==> src/rtl/gtp_link_pkg.sv <==
// Shared definitions for the inter-FPGA GTP link framers (transmit and receive).
// Holds the comma characters, the word formats and the framer state encoding.
package gtp_link_pkg;

  localparam logic [7:0]  K28_5     = 8'hBC;
  localparam logic [7:0]  K28_1     = 8'h3C;
  localparam logic [15:0] IDLE_WORD = {K28_1, K28_5};

  localparam logic [1:0]  CHARISK_HDR  = 2'b01;
  localparam logic [1:0]  CHARISK_DATA = 2'b00;
  localparam logic [1:0]  CHARISK_IDLE = 2'b11;

  // Header word plus four data words; each word carries one payload byte.
  localparam int FRAME_WORDS = 5;

  typedef enum logic {
    IDLE = 1'b0,
    DATA = 1'b1
  } framer_state_t;

endpackage

==> src/rtl/gtp_tx_frame_buf.sv <==
// Two-slot frame buffer for the transmit framer. Upstream bytes fill one
// 5-byte slot at a time; the framer reads a full slot byte by byte and
// releases it after the last word, which hands the slot back to the writer.
module gtp_tx_frame_buf (
  input  logic       clk,
  input  logic       reset,
  input  logic [7:0] wr_data,
  input  logic       wr_valid,
  output logic       wr_ready,
  input  logic [2:0] rd_idx,
  input  logic       rd_release,
  output logic [7:0] rd_byte,
  output logic       rd_full
);
  import gtp_link_pkg::*;

  localparam logic [2:0] LAST_IDX = 3'(FRAME_WORDS - 1);

  logic [7:0] mem [2][FRAME_WORDS];
  logic [1:0] full;
  logic [1:0] set_mask;
  logic [1:0] clr_mask;
  logic       wr_slot;
  logic       rd_slot;
  logic [2:0] wr_idx;
  logic       wr_fire;
  logic       wr_last;

  // The writer only ever targets an empty slot, so it cannot disturb the
  // slot the framer is reading (that one is always full).
  assign wr_ready = !reset && !full[wr_slot];
  assign wr_fire  = wr_valid && wr_ready;
  assign wr_last  = (wr_idx == LAST_IDX);
  assign rd_byte  = mem[rd_slot][rd_idx];
  assign rd_full  = full[rd_slot];

  // Work out which full flags get set by a completed slot and cleared by a release.
  always_comb begin
    set_mask = 2'b00;
    clr_mask = 2'b00;
    if (wr_fire && wr_last) set_mask[wr_slot] = 1'b1;
    if (rd_release)         clr_mask[rd_slot] = 1'b1;
  end

  // Payload storage; contents are only meaningful once the slot is marked full.
  always_ff @(posedge clk) begin
    if (wr_fire) mem[wr_slot][wr_idx] <= wr_data;
  end

  // Pointer and full-flag bookkeeping; a fill and a release in one cycle hit different slots.
  always_ff @(posedge clk) begin
    if (reset) begin
      full    <= 2'b00;
      wr_slot <= 1'b0;
      rd_slot <= 1'b0;
      wr_idx  <= 3'd0;
    end else begin
      if (wr_fire) begin
        if (wr_last) begin
          wr_idx  <= 3'd0;
          wr_slot <= ~wr_slot;
        end else begin
          wr_idx <= wr_idx + 3'd1;
        end
      end
      if (rd_release) rd_slot <= ~rd_slot;
      full <= (full | set_mask) & ~clr_mask;
    end
  end

endmodule

==> src/rtl/gtp_tx_framer.sv <==
// Transmit framer for the inter-FPGA GTP link. Turns buffered 5-byte frames
// into a comma-marked header word plus four data words, with idle words
// (never a lone K28.5 in the low byte) filling every gap between frames.
module gtp_tx_framer #(
  parameter int         MIN_IDLE  = 1,
  parameter logic [7:0] FILL_BYTE = 8'h00
) (
  input  logic        gt_txusrclk_in,
  input  logic        reset_in,
  input  logic [7:0]  tx_data,
  input  logic        tx_valid,
  output logic        tx_ready,
  input  logic [3:0]  COMMUNICATE_BTW_FPGA,
  output logic [15:0] gt_txdata,
  output logic [1:0]  gt_txcharisk,
  output logic        tx_busy
);
  import gtp_link_pkg::*;

  localparam logic [3:0] GAP_TARGET = 4'(MIN_IDLE);
  localparam logic [2:0] LAST_WORD  = 3'(FRAME_WORDS - 1);

  framer_state_t state;
  logic [2:0]    word_cnt;
  logic [3:0]    gap_cnt;
  logic          gap_done;
  logic [7:0]    rd_byte;
  logic          rd_full;
  logic          rd_release;
  logic          start;
  logic          ctrl_unused;

  // Only bit 0 of the link control word means anything to the transmitter.
  assign ctrl_unused = ^COMMUNICATE_BTW_FPGA[3:1];

  // gap_done tracks "gap counter has reached MIN_IDLE", so the start test
  // needs no magnitude compare against a possibly-zero constant.
  assign start      = (state == IDLE) && rd_full && COMMUNICATE_BTW_FPGA[0] && gap_done;
  assign rd_release = (state == DATA) && (word_cnt == LAST_WORD);

  gtp_tx_frame_buf u_buf (
    .clk        (gt_txusrclk_in),
    .reset      (reset_in),
    .wr_data    (tx_data),
    .wr_valid   (tx_valid),
    .wr_ready   (tx_ready),
    .rd_idx     (word_cnt),
    .rd_release (rd_release),
    .rd_byte    (rd_byte),
    .rd_full    (rd_full)
  );

  // Framer FSM with registered GTP outputs. After the last data word it
  // always returns to IDLE; with MIN_IDLE = 0 that IDLE cycle already loads
  // the next header, so back-to-back frames carry no idle word in between.
  always_ff @(posedge gt_txusrclk_in) begin
    if (reset_in) begin
      state        <= IDLE;
      word_cnt     <= 3'd0;
      gap_cnt      <= GAP_TARGET;
      gap_done     <= 1'b1;
      gt_txdata    <= IDLE_WORD;
      gt_txcharisk <= CHARISK_IDLE;
      tx_busy      <= 1'b0;
    end else begin
      case (state)
        IDLE: begin
          if (start) begin
            gt_txdata    <= {rd_byte, K28_5};
            gt_txcharisk <= CHARISK_HDR;
            tx_busy      <= 1'b1;
            word_cnt     <= 3'd1;
            state        <= DATA;
          end else begin
            gt_txdata    <= IDLE_WORD;
            gt_txcharisk <= CHARISK_IDLE;
            tx_busy      <= 1'b0;
            if (!gap_done) begin
              gap_cnt  <= gap_cnt + 4'd1;
              gap_done <= ((gap_cnt + 4'd1) == GAP_TARGET);
            end
          end
        end
        DATA: begin
          gt_txdata    <= {rd_byte, FILL_BYTE};
          gt_txcharisk <= CHARISK_DATA;
          tx_busy      <= 1'b1;
          if (word_cnt == LAST_WORD) begin
            word_cnt <= 3'd0;
            gap_cnt  <= 4'd0;
            gap_done <= (GAP_TARGET == 4'd0);
            state    <= IDLE;
          end else begin
            word_cnt <= word_cnt + 3'd1;
          end
        end
        default: begin
          state <= IDLE;
        end
      endcase
    end
  end

endmodule

==> config.mk <==
export PLATFORM = sky130hd
export DESIGN_NAME = gtp_tx_framer
export DESIGN_NICKNAME = d
export VERILOG_FILES = /design/src/rtl/gtp_link_pkg.sv /design/src/rtl/gtp_tx_frame_buf.sv /design/src/rtl/gtp_tx_framer.sv
export SDC_FILE = /design/constraint.sdc
export NUM_CORES = 1
export LEC_CHECK = 0
export CORE_MARGIN = 3
export CORE_UTILIZATION = 45
export CTS_BUF_LIST = sky130_fd_sc_hd__clkbuf_4 sky130_fd_sc_hd__clkbuf_8 sky130_fd_sc_hd__clkbuf_16
export DETAILED_ROUTE_END_ITERATION = 7
export GPL_TIMING_DRIVEN = 0
export RECOVER_POWER = 25
export SETUP_SLACK_MARGIN = 0.2
export SYNTH_ARGS = -nofsm -noshare
export SYNTH_HDL_FRONTEND = slang
export SYNTH_SLANG_ARGS = --single-unit
==> constraint.sdc <==
create_clock -name gt_txusrclk_in -period 4.63 [get_ports gt_txusrclk_in]
set_clock_uncertainty 0.1 [all_clocks]
set_input_delay 0.926 -clock gt_txusrclk_in [delete_from_list [all_inputs] [get_ports gt_txusrclk_in]]
set_output_delay 0.926 -clock gt_txusrclk_in [all_outputs]
set_load 0.01 [all_outputs]
==> impl_metrics.csv <==
group,metric,value,unit
timing,setup_tns,0,ns
grt,global_route.overflow_total,0,
setup_path,timing.rr.start,"u_buf.wr_slot$_SDFFE_PP0N_",
grt,first_global_vias,2453,
setup_path,timing.critical_path.fanout_max,10,
timing,rsz0062_at_grt,"false",
synth,number_of_synthesized_flops_with_an_enable_pin,80,
synth,ys_dominant_reg_cell,"edfxtp_1",
synth,synthesis.instances,283,
setup_path,r2r_end,"u_buf.mem[0][22]$_DFFE_PP_",
cts,cts.repair_timing.setup_buffer_count,0,
drt,drt-total-wl,8.06,mm
placed_design,dpl-instance-area,0.00479,sq mm
cts,clk_latency,0.37,ns
final_layout,final_cell_area,0.00502,sq mm
cts,cts_buffers,9,
drt,first_iteration_detailed_routing_drc_count,119,
setup_path,cpPeakStageDelay,0.58,ns
drt,vias,2387,
synth,asyncSetResetFlopFracSynth,0,
setup_path,path_depth,5,
setup_path,timing.critical_path.slowest_stage_cell,"dlygate4sd3_1",
timing,final_min_period_over_clock_period,0.866,
synth,yosysWarningCount,0,
final_layout,layout-area-overhead-vs-synth,16.4,%
placed_design,place_hpwl,5.26,mm
setup_path,endpoint,"tx_ready",
final_layout,diodes,0,
timing,max_slew_violation_count,0,
cts,htree_levels,3,
drt,postRouteAntennaNets,0,
cts,cts_root_cell,"clkbuf_8",
final_layout,final_core_util,0.540,
power,power-per-cell-area,346,mW/mm^2
hold_path,hold_class,"reg -> reg",
synth,synth.distinct_cells,36,
setup_path,critical_path_buf_inv_count,4,
setup_path,reg2reg_setup_slack,1.94,ns
placed_design,gp_congestion,0.764,
floorplanning,pin_count,35,
power,vdd_drop_max,0.169,mV
timing,hold_violations,0,
timing,worst_slew_margin_rel,0.327,
setup_path,timing.critical_path.required,3.60,ns
floorplanning,core,0.00928,sq mm
synth,synth_sequential_area_ratio,0.688,
floorplanning,start_util,0.464,
synth,syn-cell-area,0.00431,sq mm
drt,drt-pass1-iter-count,4,
setup_path,cp_cell_sequence,"dlygate4sd3_1 > buf_1 > clkbuf_1 > nor2_1 > clkdlybuf4s50_1",
cts,tritoncts,"done",
synth,yosys.cell_count.top_type,"edfxtp_1",
grt,grt_start_max_net_pins,19,
drt,drt_drc_violations_left,0,
drt,post_drt_wl_per_cell,17.5,um
synth,ys_top_cells_by_area,"edfxtp_1, dfxtp_1, mux4_2",
placed_design,port-buffer-count,28,
cts,number_of_buffers_on_the_longest_clock_path,2,
setup_path,critPathLaunch,"reset_in",
cts,postCtsResizedCells,0,
floorplanning,die_span_in_y,104,um
setup_path,criticalPathCategory,"in -> out",
grt,antenna_found_initial,0,
cts,cts_hold_repair.buffers,0,
run_status,run_status,"completed",
synth,synth_seq_cells,108,
synth,synth_top_cell_by_area,"edfxtp_1",
timing,max_clock_freq,249,MHz
grt,gr-usage-all-layers,0.161,
synth,synth.cells.most_frequent,"edfxtp_1, dfxtp_1, nor2_1, nand2_1, mux4_2",
setup_path,critical_path.top_delay_family,"buffers and inverters",
setup_path,reg2regPathDepth,4,
cts,cts.clk_slew.worst_paths,0.10,ns
timing,total_of_endpoints_with_negative_setup_slack_in_the_final_report,0,
synth,synth.avg_cell_area,15.2,sq um
final_layout,fraction_of_layout_cells_with_a_size_suffix_above_1,0.181,
run,cap_violations,0,
floorplanning,dieArea,0.0108,sq mm
timing,finalWorstPathRequiredPeriod,4.01,ns
timing,tightest_slew,1.01,ns
drt,via_density_per_instance,5.19,
setup_path,crit_path_capture_type,"primary output",
final_layout,nNetsFinal,349,
setup_path,crit_path_arrival_time,2.98,ns
floorplanning,core.rowCount,35,
synth,netlist.area_leader.share,0.557,
grt,global_route_wire_length_before_repair,13.1,mm
setup_path,critical_path.startpoint_type,"primary input",
floorplanning,die_x,104,um
cts,clock_sink_count,108,
power,p_leak,1.64,nW
## area by class of cell
class	count	area [sq um]
Buffer	20	119
Clock buffer	10	131
Clock inverter	6	95.1
Fill cell	807	4270
Inverter	10	37.5
Multi-Input combinational cell	147	1210
Sequential cell	108	2960
Tap cell	129	161
Timing Repair Buffer	30	295
## sequential cells by signal, indices dropped and copies added, names as in the netlist, named ones only
signal	cells
gap_cnt	4
word_cnt	3
u_buf.rd_slot	1
state	1
gt_txcharisk	2
u_buf.full	2
tx_busy	1
u_buf.wr_slot	1
u_buf.mem	80
gap_done	1
u_buf.wr_idx	3
gt_txdata	8
## worst reg2reg max path: cells and delay by family (launching register included)
family	cells	cell delay, ns
AND/OR/NAND/NOR	3	1.38
flip-flops	1	0.48
multiplexers	1	0.36
## worst min-delay path by stage
stage,startpoint,endpoint,slack (ns),cells after the start
after floorplan,state$_SDFF_PP0_,gt_txcharisk[0]$_SDFF_PP1_,0.33,1
after global placement,state$_SDFF_PP0_,gt_txcharisk[0]$_SDFF_PP1_,0.36,1
after detailed placement,state$_SDFF_PP0_,gt_txcharisk[0]$_SDFF_PP1_,0.36,1
after CTS,state$_SDFF_PP0_,gt_txcharisk[0]$_SDFF_PP1_,0.39,1
after global routing,state$_SDFF_PP0_,gt_txcharisk[0]$_SDFF_PP1_,0.42,1
final,state$_SDFF_PP0_,gt_txcharisk[0]$_SDFF_PP1_,0.38,1
## cell families (layout without fill, tap and decap cells)
family / after synthesis / count (layout) / synth area share
flip-flops: 108 / 108 / 0.688
AND/OR/NAND/NOR: 67 / 67 / 0.0775
adder cells (fa/ha/maj): 8 / 8 / 0.0232
XOR/XNOR: 4 / 4 / 0.00813
multiplexers: 31 / 31 / 0.110
buffers and inverters: 30 / 76 / 0.0363
other: 1 / 3 / 0.000870
AO/OA/AOI/OAI: 34 / 34 / 0.0560
## cell usage in the layout, fill, tap and decap left out, types with 3 or more instances in the layout
cell	synthesis	layout
dfxtp_1	28	28
o21ai_0	5	5
ha_1	8	8
clkbuf_1	5	5
dlygate4sd3_1	0	7
xnor2_1	3	3
inv_1	10	10
a21oi_1	9	9
conb_1	1	3
nand3_1	11	11
nand2_1	14	14
a221o_1	4	4
buf_4	11	13
a2bb2oi_1	4	4
mux2i_1	10	10
a31oi_1	4	4
clkdlybuf4s50_1	0	21
clkbuf_8	0	9
nor3_1	9	8
mux4_2	12	12
nor3_2	3	4
edfxtp_1	80	80
mux2_2	8	8
nor2_1	20	20
## report_power, final
group,switching (W),internal [W],total (W)
logic,0.0000294,0.0000196,0.0000490
registers,0.00000166,0.00104,0.00105
clock network,0.000324,0.000317,0.000641
total,0.000355,0.00138,0.00174
## stage by stage
| stage | instances | hold WS, ns | setup slack, ns | total power (W) |
|---|---|---|---|---|
| after floorplan | 285 | 0.331 | 1.72 | 0.00109 |
| after global placement | 442 | 0.361 | 0.481 | 0.00112 |
| after detailed placement | 444 | 0.363 | 0.645 | 0.00112 |
| after CTS | 460 | 0.388 | 0.638 | 0.00175 |
| after global routing | 460 | 0.419 | 0.424 | 0.00179 |
| final | 460 | 0.384 | 0.620 | 0.00174 |
## per-layer routing
metal	share of wire	track usage
met5	0	0
met4	0.013	0.0598
met3	0.045	0.0279
met2	0.49	0.263
met1	0.45	0.218
No activity file was read; power rests on OpenSTA's default activity.
==> RTL edit (same flow settings) <==
Put one more register stage on the output `gt_txdata`, with the module's reset. The value now appears one clock later. The other outputs are not delayed to match.
--- a/src/rtl/gtp_tx_framer.sv
+++ b/src/rtl/gtp_tx_framer.sv
@@ -19,6 +19,8 @@
 
   localparam logic [3:0] GAP_TARGET = 4'(MIN_IDLE);
   localparam logic [2:0] LAST_WORD  = 3'(FRAME_WORDS - 1);
+
+  logic [15:0] gt_txdata_s0;
 
   framer_state_t state;
   logic [2:0]    word_cnt;
@@ -59,20 +61,20 @@
       word_cnt     <= 3'd0;
       gap_cnt      <= GAP_TARGET;
       gap_done     <= 1'b1;
-      gt_txdata    <= IDLE_WORD;
+      gt_txdata_s0 <= IDLE_WORD;
       gt_txcharisk <= CHARISK_IDLE;
       tx_busy      <= 1'b0;
     end else begin
       case (state)
         IDLE: begin
           if (start) begin
-            gt_txdata    <= {rd_byte, K28_5};
+            gt_txdata_s0 <= {rd_byte, K28_5};
             gt_txcharisk <= CHARISK_HDR;
             tx_busy      <= 1'b1;
             word_cnt     <= 3'd1;
             state        <= DATA;
           end else begin
-            gt_txdata    <= IDLE_WORD;
+            gt_txdata_s0 <= IDLE_WORD;
             gt_txcharisk <= CHARISK_IDLE;
             tx_busy      <= 1'b0;
             if (!gap_done) begin
@@ -82,7 +84,7 @@
           end
         end
         DATA: begin
-          gt_txdata    <= {rd_byte, FILL_BYTE};
+          gt_txdata_s0 <= {rd_byte, FILL_BYTE};
           gt_txcharisk <= CHARISK_DATA;
           tx_busy      <= 1'b1;
           if (word_cnt == LAST_WORD) begin
@@ -101,5 +103,13 @@
     end
   end
 
+  always_ff @(posedge gt_txusrclk_in) begin
+    if (reset_in) begin
+      gt_txdata <= '0;
+    end else begin
+      gt_txdata <= gt_txdata_s0;
+    end
+  end
+
 endmodule
 
Function: changed (Yosys sat finds a counterexample within 4 cycles, from zero or initial values and one cycle with reset_in high).
==> RTL edit against the original RTL <==
  * Routed wire length increased by 8.8%
  * Sequential power increased by 8%
  * Critical path depth unchanged
  * Power increased by 38%
  * Sequential cell count increased by 9
  * Clock power increased by 86%
  * Worst setup slack got worse by 14 ps
  * Cell area increased by 11%
  * Register-to-register slack improved by 20 ps
  * Synthesized area increased by 5.5%
==> RTL edit: results (changes against the original RTL) <==
Worst setup path
  • Max Fanout on Critical Path: 10 (unchanged)
  • CP arrival: 3000 ps (+20 ps)
  • Critical Path Max Stage Delay: 550 ps (-30 ps)
  • Critical Path Slowest Stage Cell: clkdlybuf4s50_1

GRT
  • Vias in the first global route: 2604 (+6.2%)
  • Global-route wire length before repair: 14300 µm (+9.7%)
  • Initial antenna violation count: 0 (unchanged)
  • Overall global routing resource usage: 0.172 (+0.0110)
  • Largest net degree at the start of global routing: 17 (-2)

Clocking
  • Worst skew pair latency: 500 ps (+130 ps)
  • Post-cts resize count: 0 (unchanged)
  • Worst-case clock buffer depth: 2 (unchanged)
  • Reg clk slew, reported paths: 50 ps (-50 ps)
  • Setup Fix Bufs, Post-CTS: 0 (unchanged)
  • TritonCTS buffer count: 17 (+8)
  • Clk Tree Root Cell: clkbuf_8
  • CTS H-Tree Depth: 4 (+1)

Logic synthesis
  • Main area contributors after synthesis: edfxtp_1 53%, dfxtp_1 16%, mux4_2 5.9%, ha_1 2.2%, mux2i_1 2.2%
  • Number of unique standard cell types used by synthesis: 38 (+5.6%)
  • Post-synth top cells: 80 x edfxtp_1, 37 x dfxtp_1, 20 x nor2_1
  • EDFF count, synth: 80 (unchanged)
  • Async set-reset flop share out of synthesis: 0 (unchanged)
  • Sequential share of the synthesized area: 0.691 (+0.00349)
  • Yosys warnings: 0 (unchanged)

Layout
  • # fillers: 826 (+2.4%)
  • Biggest regs: u_buf.mem (80), gt_txdata (9), gt_txdata_s0 (8)
  • Nets@finish: 376 (+7.7%)
  • Antenna diodes: 0 (unchanged)
  • Layout cells sized above 1: 0.197 (+0.0160)

Run status
  • Status: finished clean

Drt
  • 1st-iter DRT viols: 135 (+13%)
  • DR WL/cell: 17.6 µm (+0.50%)
  • Vias/cell: 5.15 (-0.70%)
  • First-pass detailed-route iteration total: 4 (unchanged)

STA
  • Slew Limit Fails: 0 (unchanged)
  • Tightest Pin Transition: 922 ps (-84.2 ps)

Placement
  • I/O Buffers: 28 (unchanged)
  • Post-DP HPWL: 5770 µm (+9.8%)
  • Gpl congestion: 0.721 (-5.6%)

Hold path
  • HP Class: register to register

Power
  • Leakage power: 1.89 nW (+15%)
  • Switching Share: 0.197 (-0.00765)
  • Maximum vdd ir drop: 223 µV (+33%)
[RTL edit: cell count changes after synthesis]
cell,before,now
nor2b_1,0,9
buf_1,2,3
o21bai_2,0,1
inv_2,0,1
o31ai_2,1,0
inv_1,10,9
dfxtp_1,28,37
[RTL edit: worst paths after layout]
path / slack (ps) / depth (start not counted) / end / from
worst max-delay path: 610 / 5 / tx_ready / reset_in
worst min-delay path: 330 / 1 / gt_txdata[8]$_SDFF_PP0_ / gt_txdata_s0[8]$_SDFF_PP0_
worst max register to register: 1960 / 4 / u_buf.mem[0][19]$_DFFE_PP_ / u_buf.wr_slot$_SDFFE_PP0N_
worst min register to register: 330 / 1 / gt_txdata[8]$_SDFF_PP0_ / gt_txdata_s0[8]$_SDFF_PP0_
[RTL edit: power by group through the flow]
stage	clock network (W)	logic (W)	registers, W
after floorplan	0	0.0000293	0.00115
after global placement	0	0.0000641	0.00115
after detailed placement	0	0.0000666	0.00115
after CTS	0.00121	0.0000670	0.00113
after global routing	0.00126	0.0000720	0.00113
final	0.00119	0.0000652	0.00113
[RTL edit: cells by family (layout without fill, tap and decap cells)]
| logic type | Yosys count | in the layout | share of synthesized area |
|---|---|---|---|
| AOI/OAI and AO/OA | 34 | 34 | 0.0528 |
| other | 1 | 3 | 0.000825 |
| and+or+nand+nor | 76 | 76 | 0.0858 |
| muxes | 31 | 31 | 0.105 |
| adders and majority gates | 8 | 8 | 0.0220 |
| buffers and inverters | 31 | 92 | 0.0352 |
| DFF | 117 | 117 | 0.691 |
| xor gates and xnor gates | 4 | 4 | 0.00770 |
[RTL edit: layout make-up]
| class | instances | area share |
|---|---|---|
| Sequential cell | 117 | 0.563 |
| Clock buffer | 19 | 0.0769 |
| Buffer | 21 | 0.0220 |
| Timing Repair Buffer | 30 | 0.0529 |
| Clock inverter | 12 | 0.0204 |
| Multi-Input combinational cell | 156 | 0.228 |
| Inverter | 10 | 0.00673 |
| Tap cell | 133 | 0.0298 |
[RTL edit: worst max-delay path, delay by kind of cell]
| kind | cells | cell delay [ps] |
|---|---|---|
| AND/OR/NAND/NOR | 1 | 100 |
| buffers and inverters | 4 | 1960 |
[RTL edit: stage by stage]
step	setup slack (ps)	utilization	cells	instance area (µm²)
detailed placement	580	0.513	467	5030
CTS	580	0.568	498	5580
global placement	603	0.509	465	5000
floorplan	1970	-	304	4560
global route	504	0.568	498	5580
finish	606	0.568	498	5580
[RTL edit: layer usage]
metal | up-vias | wire length, µm | track usage
met5 | - | 0 | 0
met1 | 1267 | 4020 | 0.226
met2 | 63 | 4250 | 0.273
met3 | 11 | 382 | 0.0498
li1 | 1225 | - | -
met4 | 0 | 113 | 0.0648
